$ cat src/rtl/imem_load_tx.sv
// Transmit side of the imem load link: serialises one {addr, data} word into
// byte / load-clock / write-strobe phases for the chip's memory-load receiver.
module imem_load_tx #(
  parameter int ADDR_WIDTH  = 10,
  parameter int DATA_WIDTH  = 40,
  parameter int NUM_BYTES   = (ADDR_WIDTH + DATA_WIDTH + 7) / 8,
  parameter int HOLD_CYCLES = 4
) (
  input  logic                  clk_int,
  input  logic                  reset_n,
  input  logic                  word_valid,
  output logic                  word_ready,
  input  logic [ADDR_WIDTH-1:0] word_addr,
  input  logic [DATA_WIDTH-1:0] word_data,
  output logic [7:0]            load_byte,
  output logic                  load_clock,
  output logic                  load_write,
  output logic                  busy,
  output logic [15:0]           words_sent
);

  localparam int SW = 8 * NUM_BYTES;
  localparam int HW = $clog2(HOLD_CYCLES);
  localparam int BW = $clog2(NUM_BYTES + 1);

  localparam logic [2:0] IDLE   = 3'd0;
  localparam logic [2:0] SETUP  = 3'd1;
  localparam logic [2:0] CLK_HI = 3'd2;
  localparam logic [2:0] CLK_LO = 3'd3;
  localparam logic [2:0] WR_HI  = 3'd4;
  localparam logic [2:0] WR_LO  = 3'd5;

  // Fewer than 3 cycles per phase lets the receiver's 2-flop sync miss or merge edges.
  generate
    if (HOLD_CYCLES < 3) begin : g_hold_chk
      $error("imem_load_tx: HOLD_CYCLES must be at least 3");
    end
    if (SW < ADDR_WIDTH + DATA_WIDTH) begin : g_bytes_chk
      $error("imem_load_tx: NUM_BYTES too small for address plus data");
    end
  endgenerate

  logic [2:0]    state_q, state_d;
  logic [HW-1:0] hold_q, hold_d;
  logic [BW-1:0] byte_idx_q, byte_idx_d;
  logic [SW-1:0] shift_q, shift_d;
  logic [7:0]    load_byte_q, load_byte_d;
  logic          load_clock_q, load_clock_d;
  logic          load_write_q, load_write_d;
  logic          busy_q, busy_d;
  logic [15:0]   words_sent_q, words_sent_d;

  logic [SW-1:0] stream_w;
  logic          phase_done;
  logic          take_word;

  assign stream_w   = SW'({word_addr, word_data});
  assign phase_done = (state_q != IDLE) && (hold_q == HW'(HOLD_CYCLES - 1));
  // A word waiting at the end of WR_LO is taken on that same edge, so no idle gap appears.
  assign take_word  = word_valid && ((state_q == IDLE) || ((state_q == WR_LO) && phase_done));

  always_comb begin
    state_d      = state_q;
    hold_d       = hold_q;
    byte_idx_d   = byte_idx_q;
    shift_d      = shift_q;
    load_byte_d  = load_byte_q;
    load_clock_d = load_clock_q;
    load_write_d = load_write_q;
    words_sent_d = words_sent_q;

    if (state_q != IDLE) begin
      hold_d = phase_done ? '0 : hold_q + HW'(1);
    end

    case (state_q)
      SETUP: begin
        if (phase_done) begin
          state_d      = CLK_HI;
          load_clock_d = 1'b1;
        end
      end
      CLK_HI: begin
        if (phase_done) begin
          state_d      = CLK_LO;
          load_clock_d = 1'b0;
        end
      end
      CLK_LO: begin
        if (phase_done) begin
          if (byte_idx_q == BW'(NUM_BYTES - 1)) begin
            state_d      = WR_HI;
            load_write_d = 1'b1;
          end else begin
            state_d     = SETUP;
            byte_idx_d  = byte_idx_q + BW'(1);
            load_byte_d = shift_q[SW-1 -: 8];
            shift_d     = shift_q << 8;
          end
        end
      end
      WR_HI: begin
        if (phase_done) begin
          state_d      = WR_LO;
          load_write_d = 1'b0;
        end
      end
      WR_LO: begin
        if (phase_done) begin
          state_d      = IDLE;
          words_sent_d = words_sent_q + 16'd1;
        end
      end
      default: ;
    endcase

    if (take_word) begin
      state_d     = SETUP;
      hold_d      = '0;
      byte_idx_d  = '0;
      load_byte_d = stream_w[SW-1 -: 8];
      shift_d     = stream_w << 8;
    end

    busy_d = (state_d != IDLE);
  end

  always_ff @(posedge clk_int or negedge reset_n) begin
    if (!reset_n) begin
      state_q      <= IDLE;
      hold_q       <= '0;
      byte_idx_q   <= '0;
      shift_q      <= '0;
      load_byte_q  <= '0;
      load_clock_q <= 1'b0;
      load_write_q <= 1'b0;
      busy_q       <= 1'b0;
      words_sent_q <= '0;
    end else begin
      state_q      <= state_d;
      hold_q       <= hold_d;
      byte_idx_q   <= byte_idx_d;
      shift_q      <= shift_d;
      load_byte_q  <= load_byte_d;
      load_clock_q <= load_clock_d;
      load_write_q <= load_write_d;
      busy_q       <= busy_d;
      words_sent_q <= words_sent_d;
    end
  end

  assign word_ready = (state_q == IDLE);
  assign load_byte  = load_byte_q;
  assign load_clock = load_clock_q;
  assign load_write = load_write_q;
  assign busy       = busy_q;
  assign words_sent = words_sent_q;

endmodule

$ cat config.mk
export PLATFORM = sky130hd
export DESIGN_NAME = imem_load_tx
export DESIGN_NICKNAME = d
export VERILOG_FILES = /design/src/rtl/imem_load_tx.sv
export SDC_FILE = /design/constraint.sdc
export NUM_CORES = 1
export LEC_CHECK = 0
export BUFFER_PORTS_ARGS = -buffer_cell sky130_fd_sc_hd__buf_2
export CAP_MARGIN = 10
export CORE_MARGIN = 2
export CORE_UTILIZATION = 46
export CTS_BUF_LIST = sky130_fd_sc_hd__clkbuf_8
export CTS_CLUSTER_SIZE = 25
export DETAILED_ROUTE_END_ITERATION = 8
export GPL_TIMING_DRIVEN = 0
export HOLD_SLACK_MARGIN = 0.06
export PLACE_DENSITY_LB_ADDON = 0.25
export REMOVE_ABC_BUFFERS = 1
export SKIP_CTS_REPAIR_TIMING = 1
export SLEW_MARGIN = 5
export SYNTH_ARGS = -nofsm -noshare
export SYNTH_HDL_FRONTEND = slang
export SYNTH_SLANG_ARGS = --single-unit
$ cat constraint.sdc
create_clock -name clk_int -period 2.46 [get_ports clk_int]
set_input_delay 0 -clock clk_int [delete_from_list [all_inputs] [get_ports clk_int]]
set_output_delay 0 -clock clk_int [all_outputs]
set_load 0.01 [all_outputs]
==> flow_summary.json, run 1 <==
{
  "syn-cell-area_mm2": 0.003779,
  "power.share.switching_pct": 33.45,
  "fin_crit_ns": 2.246,
  "cts.htree.levels": 3,
  "clk_transition_reported_paths_ns": 0.08,
  "layout.core_utilization_pct": 61.81,
  "finish.net_count": 552,
  "detailed_routed_wire_length_on_met2_um": 3974,
  "finalHoldViolations": 0,
  "share_clk_of_total_power_pct": 22.6,
  "via_per_inst": 5.235,
  "routed_wl_um": 8451,
  "worst_slew_margin_pct": 55.48,
  "post_route_cells_drive_above_1_share_pct": 23.65,
  "topRoutingLayerUsed": "met4",
  "tritoncts_sinks": 83,
  "worstHoldPathType": "in -> reg",
  "maxCapViolCount": 0,
  "grt_pass1_vias": 2815,
  "yosys_register_bits": 83,
  "worstPathArrival_ns": 2.51,
  "synth_async_sr_flop_share_pct": 100.0,
  "synth.avg_cell_area_um2": 10.08,
  "netlist_instances": 375,
  "timing_worst_setup_path_type": "reg -> reg",
  "fillers": 711,
  "most_common_cell_after_layout_fill_and_taps_aside": "sky130_fd_sc_hd__dfrtp_1",
  "grt.total_usage_pct": 18.46,
  "clock_path_buffers": 2,
  "fp.dieH_um": 94.64,
  "layout_common_cells": "sky130_fd_sc_hd__dfrtp_1, sky130_fd_sc_hd__buf_2, sky130_fd_sc_hd__nand2_1, sky130_fd_sc_hd__dlygate4sd3_1, sky130_fd_sc_hd__nand3_1",
  "run_status": "finished, final reports clean",
  "tritoncts": "built",
  "synth-main-ff-cell": "sky130_fd_sc_hd__dfrtp_1",
  "design.die.area_mm2": 0.008956,
  "edff_count_synth": 0,
  "setup_viol": 0,
  "pwr-share-seq_pct": 46.0,
  "num_antenna_cells": 0,
  "pre_cts_slack_ns": 0.2246,
  "initial_antenna_violation_count": 0,
  "finClkSkew_ns": 0.007530,
  "drc_errors": 0,
  "cts_made_buffers": 9,
  "largest_voltage_drop_on_the_vdd_net_mv": 0.4953,
  "fp.coreArea_mm2": 0.008093,
  "yosysWarningCount": 0,
  "postLayoutSetupSlackWorst_ns": 0.2137,
  "worst_skew_late_latency_ns": 0.34,
  "power_report.internal_total_mw": 3.116,
  "final_antenna_net_count": 0,
  "maximum_number_of_pins_on_one_net_before_global_route_repair": 50,
  "area_growth_syn_to_layout_pct": 32.38,
  "detailedRoute.firstPassIterationCount": 4,
  "finalMaxSlewViolations": 0,
  "routed_wire_length_per_instance_um": 13.99,
  "timing.critical_path.required_ns": 2.72,
  "io-pin-count": 81,
  "final_cells": 604,
  "crit_path_start_kind": "register",
  "cellLeakagePower_nw": 2.435,
  "die_width_um": 94.64,
  "rows": 33,
  "seq_area_frac_synth_pct": 54.97,
  "crit_path_max_fanout": 29,
  "buffer_ports.inserted": 80,
  "netSwitchingPower_mw": 1.566,
  "synth_cell_type_count": 39,
  "tightestPinTransition_ns": 0.6653,
  "via_count": 3162,
  "post-route-period-util_pct": 91.31,
  "clock.fmax_mhz": 445.2,
  "power_density_mw_per_mm2": 935.9,
  "rsz0062_at_grt": "no",
  "worst_setup_path_end_kind": "register",
  "start_util_pct": 46.69,
  "p_comb_share_pct": 31.4,
  "first_iter_violations": 142,
  "post-place-cells": 538,
  "gp_routability_congestion": 0.7503,
  "grt_first_pass_wirelength_um": 12990,
  "grt_overflow_total": 0,
  "place_hpwl_um": 4976,
  "clockRootBuffer": "sky130_fd_sc_hd__clkbuf_8",
  "wirelength_met1_um": 3878,
  "wl_met3_um": 473
}
[worst max-delay path: stages (launching register included)]
cell and delay [ns]:
sky130_fd_sc_hd__dfrtp_1 0.41, sky130_fd_sc_hd__ha_1 0.30, sky130_fd_sc_hd__and4b_1 0.40, sky130_fd_sc_hd__o21ai_4 0.60, sky130_fd_sc_hd__buf_16 0.24, sky130_fd_sc_hd__nor2_1 0.06, sky130_fd_sc_hd__a31oi_1 0.15
[final timing paths]
kind                       cells after the start  slack [ns]      endpoint         from
max in group asynchronous                      3        1.71   shift_q[22]      reset_n
min                                            3        0.08    state_q[0]   word_valid
max                                            6        0.21   shift_q[16]    hold_q[0]
max reg2reg                                    6        0.21   shift_q[16]    hold_q[0]
min reg2reg                                    2        0.47  load_byte[6]  shift_q[54]
min in group asynchronous                      2        0.15          busy      reset_n
[power by group through the flow]
stage                     combinational, mW  clock, mW  sequential (mW)
after global routing                   1.70       1.15             2.22
final                                  1.47       1.06             2.15
after detailed placement               1.40          0             2.18
after global placement                 1.27          0             2.16
after CTS                              1.42       1.10             2.16
after floorplan                       0.941          0             2.14
[per-layer routing]
layer / vias up / global-route usage, %
met1: 1496 / 24.39
met3: 14 / 4.150
met4: 0 / 6.522
li1: 1551 / -
met2: 101 / 30.02
met5: - / 0
[per-stage QoR]
step           setup TNS, ns  power [mW]  cell area, um2  hold slack [ns]
2_1_floorplan         -10.53       3.082            3590          -0.2956
3_3_place_gp          -56.02       3.430            4121           0.1895
3_5_place_dp               0       3.588            4277        -0.003672
4_1_cts                    0       4.676            4492          -0.3808
5_1_grt                    0       5.068            5002          0.09259
6_report                   0       4.682            5002          0.08225
[logic make-up after synthesis]
kind of cell	Yosys count	synth area share [%]
DFF	83	54.97
adders and majority gates	4	1.325
muxes	2	0.6952
AOI/OAI and AO/OA	60	12.09
xor gates and xnor gates	16	3.708
buffers and inverters	34	5.596
and+or+nand+nor	176	21.62
[cells in the mapped netlist, types with 2 or more instances]
| master | n | area, um2 |
|---|---|---|
| sky130_fd_sc_hd__a22oi_1 | 13 | 97.59 |
| sky130_fd_sc_hd__a22oi_2 | 10 | 125.1 |
| sky130_fd_sc_hd__buf_2 | 7 | 35.03 |
| sky130_fd_sc_hd__xor2_1 | 6 | 52.55 |
| sky130_fd_sc_hd__nand4_1 | 3 | 18.77 |
| sky130_fd_sc_hd__clkbuf_1 | 6 | 22.52 |
| sky130_fd_sc_hd__nand2_1 | 74 | 277.8 |
| sky130_fd_sc_hd__and3b_1 | 2 | 17.52 |
| sky130_fd_sc_hd__buf_4 | 8 | 60.06 |
| sky130_fd_sc_hd__xnor2_1 | 10 | 87.58 |
| sky130_fd_sc_hd__nand3_1 | 48 | 240.2 |
| sky130_fd_sc_hd__ha_1 | 4 | 50.05 |
| sky130_fd_sc_hd__nor2_1 | 21 | 78.83 |
| sky130_fd_sc_hd__dfrtp_1 | 83 | 2077 |
| sky130_fd_sc_hd__or3_1 | 2 | 12.51 |
| sky130_fd_sc_hd__o21ai_0 | 9 | 45.04 |
| sky130_fd_sc_hd__inv_1 | 6 | 22.52 |
| sky130_fd_sc_hd__buf_6 | 6 | 67.56 |
| sky130_fd_sc_hd__nor3_1 | 12 | 60.06 |
| sky130_fd_sc_hd__o22ai_1 | 11 | 68.82 |
| sky130_fd_sc_hd__and4_1 | 5 | 43.79 |
| sky130_fd_sc_hd__nor4_1 | 2 | 12.51 |
| sky130_fd_sc_hd__and3_1 | 3 | 18.77 |
| sky130_fd_sc_hd__a31oi_1 | 9 | 56.30 |
[cell type report]
class                           count  area, um2  share of cell area (%)
Sequential cell                    83       2077                   41.52
Multi-Input combinational cell    258       1500                   29.99
Timing Repair Buffer              137       1056                   21.11
Clock buffer                       10      137.6                   2.751
Tap cell                          105      131.4                   2.626
Clock inverter                      5      77.57                   1.551
Inverter                            6      22.52                  0.4502
[sequential cells by signal (all words and copies together) (netlist names), 2 cells and up]
register    count
byte_idx_q      3
hold_q          2
load_byte       8
shift_q        48
state_q         3
words_sent     16
Note: power is estimated with default switching activity, not from simulation.
==> run 2: changes to the inputs <==
CORE_MARGIN = not set   (was 2)
CORE_UTILIZATION = 40   (was 46)
==> flow_summary.json, run 2 (synthesized netlist as in run 1, its figures left out) <==
{
  "run_status": "finished, final reports clean",
  "worst_skew_late_latency_ns": 0.36,
  "io-pin-count": 81,
  "die_width_um": 99.20,
  "timing_worst_setup_path_type": "reg -> reg",
  "setup.reg_to_reg.worst_slack_ns": 0.22,
  "cts.htree.levels": 3,
  "detailed_place.area_mm2": 0.004284,
  "clk_transition_reported_paths_ns": 0.09,
  "finClkSkew_ns": 0.01692,
  "design.die.area_mm2": 0.009840,
  "regMostFlops": "shift_q",
  "setup_viol": 0,
  "drc_errors": 0,
  "stdcell_area_mm2": 0.005020,
  "cts_made_buffers": 9,
  "initial_antenna_violation_count": 0,
  "num_antenna_cells": 0,
  "critical-path-max-stage-delay_ns": 0.38,
  "most_common_cell_after_layout_fill_and_taps_aside": "sky130_fd_sc_hd__dfrtp_1",
  "routed_wl_um": 8356,
  "fin_crit_ns": 2.239,
  "place_hpwl_um": 5100,
  "via_count": 3180,
  "buffer_ports.inserted": 80,
  "tightestPinTransition_ns": 0.4565,
  "finalMaxSlewViolations": 0,
  "multi_input_area_mm2": 0.001508,
  "clockRootBuffer": "sky130_fd_sc_hd__clkbuf_8",
  "area.sequential_mm2": 0.002077,
  "largest_voltage_drop_on_the_vdd_net_mv": 0.4612,
  "grt.total_usage_pct": 17.57,
  "hold_slack_ns": 0.06368,
  "crit_path_start_kind": "register",
  "maximum_number_of_pins_on_one_net_before_global_route_repair": 64,
  "maxCapViolCount": 0,
  "fp.coreArea_mm2": 0.009196,
  "final_antenna_net_count": 0,
  "area_growth_syn_to_layout_pct": 32.85,
  "layout_common_cells": "sky130_fd_sc_hd__dfrtp_1, sky130_fd_sc_hd__buf_2, sky130_fd_sc_hd__nand2_1, sky130_fd_sc_hd__dlygate4sd3_1, sky130_fd_sc_hd__nand3_1",
  "timing.critical_path.required_ns": 2.73,
  "tritoncts": "built",
  "post_route_cells_drive_above_1_share_pct": 23.75,
  "worstPathArrival_ns": 2.51,
  "worst_setup_path_end_kind": "register",
  "crit_path_max_fanout": 36,
  "rsz0062_at_grt": "no",
  "worst_slew_margin_pct": 69.54,
  "grt_overflow_total": 0,
  "power_density_mw_per_mm2": 920.9,
  "largest_reg_flops": 48,
  "routed_wire_length_per_instance_um": 13.65,
  "via_per_inst": 5.196,
  "fp.dieH_um": 99.20,
  "crit_chain": "ha_1 -> and3b_1 -> nand3_4 -> buf_12 -> or3_1 -> a21oi_1",
  "clock.fmax_mhz": 446.6,
  "first_iter_violations": 124,
  "detailedRoute.firstPassIterationCount": 5,
  "post-route-period-util_pct": 91.03,
  "critical-path-slowest-cell": "sky130_fd_sc_hd__dfrtp_1",
  "clock_path_buffers": 2,
  "finish.net_count": 554,
  "worstHoldPathType": "in -> async",
  "cellLeakagePower_nw": 2.430,
  "rows": 35,
  "start_util_pct": 41.09,
  "grt_pass1_vias": 2838,
  "fillers": 846,
  "grt_first_pass_wirelength_um": 13700,
  "tritoncts_sinks": 83,
  "finalHoldViolations": 0,
  "gp_routability_congestion": 0.7892
}
-- run 2: cell type report --
class,count,area share [%]
tap,111,2.767
timing repair buffer,139,21.39
multi-input combinational,258,30.04
clock buffer,10,2.742
inverter,6,0.4487
clock inverter,5,1.246
sequential,83,41.38
-- run 2: layer usage --
layer	share of wire (%)	track usage [%]
met2	47	26.73
met5	0	0
met1	47	23.66
met3	4.3	5.552
met4	1.7	6.448
-- run 2: worst paths after layout --
check,start,end,cells after the start
max,hold_q[0],byte_idx_q[2],6
min,reset_n,words_sent[13],2
max reg2reg,hold_q[0],byte_idx_q[2],6
min reg2reg,shift_q[51],load_byte[3],2
max in group asynchronous,reset_n,shift_q[48],3
min in group clk_int,word_data[7],shift_q[15],4
-- run 2: report_power, final --
part           internal, mW  switching, mW  leakage (nW)
Clock                 0.496          0.497        0.0950
Sequential             1.85          0.309          1.04
Combinational         0.680          0.789          1.30
-- run 2: per-stage QoR --
stage / utilization, % / std cells / power [mW] / setup TNS, ns / setup WS, ns
5_1_grt: 54.58 / 612 / 4.996 / 0 / 0.05452
6_report: 54.58 / 612 / 4.623 / 0 / 0.2206
4_1_cts: 48.76 / 559 / 4.597 / -0.07163 / -0.07163
3_3_place_gp: 44.90 / 538 / 3.440 / -59.35 / -1.113
2_1_floorplan: - / 347 / 3.082 / -10.53 / -0.2664
3_5_place_dp: 46.59 / 544 / 3.592 / -0.04684 / -0.04684
-- run 2: worst max-delay path, delay by kind of cell, from the launching register on --
family	cells	cell delay, ns
adder cells (fa/ha/maj)	1	0.34
buffers and inverters	1	0.31
AND/OR/NAND/NOR	3	0.98
AO/OA/AOI/OAI	1	0.15
flip-flops	1	0.38
==> run 3: changes to the inputs <==
SETUP_SLACK_MARGIN = 0.3   (was not set)
==> flow_summary.json, run 3 (synthesized netlist as in run 1, its figures left out) <==
{
  "run_status": "finished, final reports clean",
  "cts.htree.levels": 3,
  "clock.fmax_mhz": 501.4,
  "count_of_cells_along_the_worst_register_to_register_path": 6,
  "fin_crit_ns": 1.994,
  "setup.reg_to_reg.worst_slack_ns": 0.47,
  "gp_routability_congestion": 0.7892,
  "die_width_um": 99.20,
  "detailedRoute.firstPassIterationCount": 4,
  "clock_path_buffers": 2,
  "buffer_ports.inserted": 80,
  "first_iter_violations": 116,
  "critical_path.startpoint": "hold_q[0]",
  "cellLeakagePower_nw": 2.433,
  "fillers": 844,
  "clockRootBuffer": "sky130_fd_sc_hd__clkbuf_8",
  "crit_chain": "ha_2 -> and4b_2 -> o21a_2 -> buf_12 -> a22oi_2 -> nand2_1",
  "detailed_routed_wire_length_on_met2_um": 4014,
  "r2r-start": "hold_q[0]",
  "design.die.area_mm2": 0.009840,
  "hold_slack_ns": 0.06784,
  "layout_common_cells": "sky130_fd_sc_hd__dfrtp_1, sky130_fd_sc_hd__buf_2, sky130_fd_sc_hd__nand2_1, sky130_fd_sc_hd__dlygate4sd3_1, sky130_fd_sc_hd__nand3_1",
  "worst_slew_margin_pct": 72.36,
  "tritoncts_sinks": 83,
  "worstPathArrival_ns": 2.22,
  "finalMaxSlewViolations": 0,
  "place_hpwl_um": 5100,
  "cts_made_buffers": 9,
  "grt_first_pass_wirelength_um": 13700,
  "timing_worst_setup_path_type": "reg -> reg",
  "via_per_inst": 5.223,
  "maxCapViolCount": 0,
  "area_growth_syn_to_layout_pct": 33.74,
  "via_count": 3207,
  "routed_wire_length_per_instance_um": 14.17,
  "start_util_pct": 41.09,
  "topRoutingLayerUsed": "met4",
  "maximum_number_of_pins_on_one_net_before_global_route_repair": 64,
  "finClkSkew_ns": 0.01611,
  "final_antenna_net_count": 0,
  "grt_pass1_vias": 2838,
  "post_route_cells_drive_above_1_share_pct": 24.85,
  "initial_antenna_violation_count": 0,
  "tightestPinTransition_ns": 0.4146,
  "fin_total_pwr_mw": 4.686,
  "fp.coreArea_mm2": 0.009196,
  "num_antenna_cells": 0,
  "grt_overflow_total": 0,
  "critical-path-max-stage-delay_ns": 0.41,
  "post-route-period-util_pct": 81.07,
  "setup_tns_after_final_layout_ns": 0,
  "final_cells": 614,
  "finalHoldViolations": 0,
  "post-place-cells": 544,
  "pre_cts_slack_ns": -0.04684,
  "worst_skew_late_latency_ns": 0.35,
  "routed_wl_um": 8698,
  "rows": 35,
  "critical-path-slowest-cell": "sky130_fd_sc_hd__dfrtp_1",
  "grt.total_usage_pct": 17.57,
  "worstHoldPathType": "in -> async",
  "largest_voltage_drop_on_the_vdd_net_mv": 0.4597,
  "tritoncts": "built",
  "crit_path_start_kind": "register",
  "worst_setup_path_end_kind": "register",
  "wl_met3_um": 365,
  "postLayoutSetupSlackWorst_ns": 0.4657,
  "fp.dieH_um": 99.20,
  "crit_path_max_fanout": 29,
  "largest_reg_flops": 48,
  "most_common_cell_after_layout_fill_and_taps_aside": "sky130_fd_sc_hd__dfrtp_1",
  "clk_transition_reported_paths_ns": 0.09,
  "finish.net_count": 556,
  "drc_errors": 0,
  "rsz0062_at_grt": "no",
  "regMostFlops": "shift_q",
  "timing.critical_path.required_ns": 2.69,
  "wirelength_met1_um": 4168,
  "io-pin-count": 81,
  "setup_viol": 0,
  "power_density_mw_per_mm2": 927.4,
  "r2r-end": "shift_q[37]"
}
-- run 3: final cells by class --
| class | count | area [um2] | area share (%) |
|---|---|---|---|
| flip-flops and latches | 83 | 2078 | 41.12 |
| repair buffers | 140 | 1081 | 21.39 |
| clock buffers | 10 | 137.6 | 2.723 |
| inverters | 6 | 22.52 | 0.4457 |
| well taps | 111 | 138.9 | 2.748 |
| clock inverters | 5 | 62.56 | 1.238 |
| multi-input cells | 259 | 1533 | 30.33 |
-- run 3: routing by layer --
layer,vias to the layer above,GRT usage (%)
li1,1566,-
met5,-,0
met4,0,6.448
met1,1550,23.66
met2,79,26.73
met3,12,5.552
-- run 3: per-stage QoR --
| stage | cell area, um2 | util [%] |
|---|---|---|
| 5_1_grt | 5054 | 54.95 |
| 3_5_place_dp | 4284 | 46.59 |
| 2_1_floorplan | 3590 | - |
| 6_report | 5054 | 54.95 |
| 3_3_place_gp | 4129 | 44.90 |
| 4_1_cts | 4484 | 48.76 |
-- run 3: critical path: cells and delay by family, from the launching register on --
family	cells	cell delay (ns)
AO/OA/AOI/OAI	2	0.55
adder cells (fa/ha/maj)	1	0.25
buffers and inverters	1	0.22
flip-flops	1	0.41
AND/OR/NAND/NOR	2	0.44
-- run 3: where the power goes --
group	switching [mW]	total, mW	leakage [nW]	internal (mW)
clock network	0.493	0.990	0.0950	0.497
logic	0.810	1.51	1.30	0.703
registers	0.330	2.18	1.04	1.85
total	1.63	4.69	2.43	3.05
-- run 3: how the worst max path moves through the flow --
stage	slack, ns	endpoint	depth (start not counted)
floorplan	-0.27	shift_q[55]	5
global placement	-1.11	shift_q[55]	5
detailed placement	-0.05	byte_idx_q[2]	6
CTS	-0.07	byte_idx_q[2]	6
global route	0.31	shift_q[52]	6
finish	0.47	shift_q[37]	6
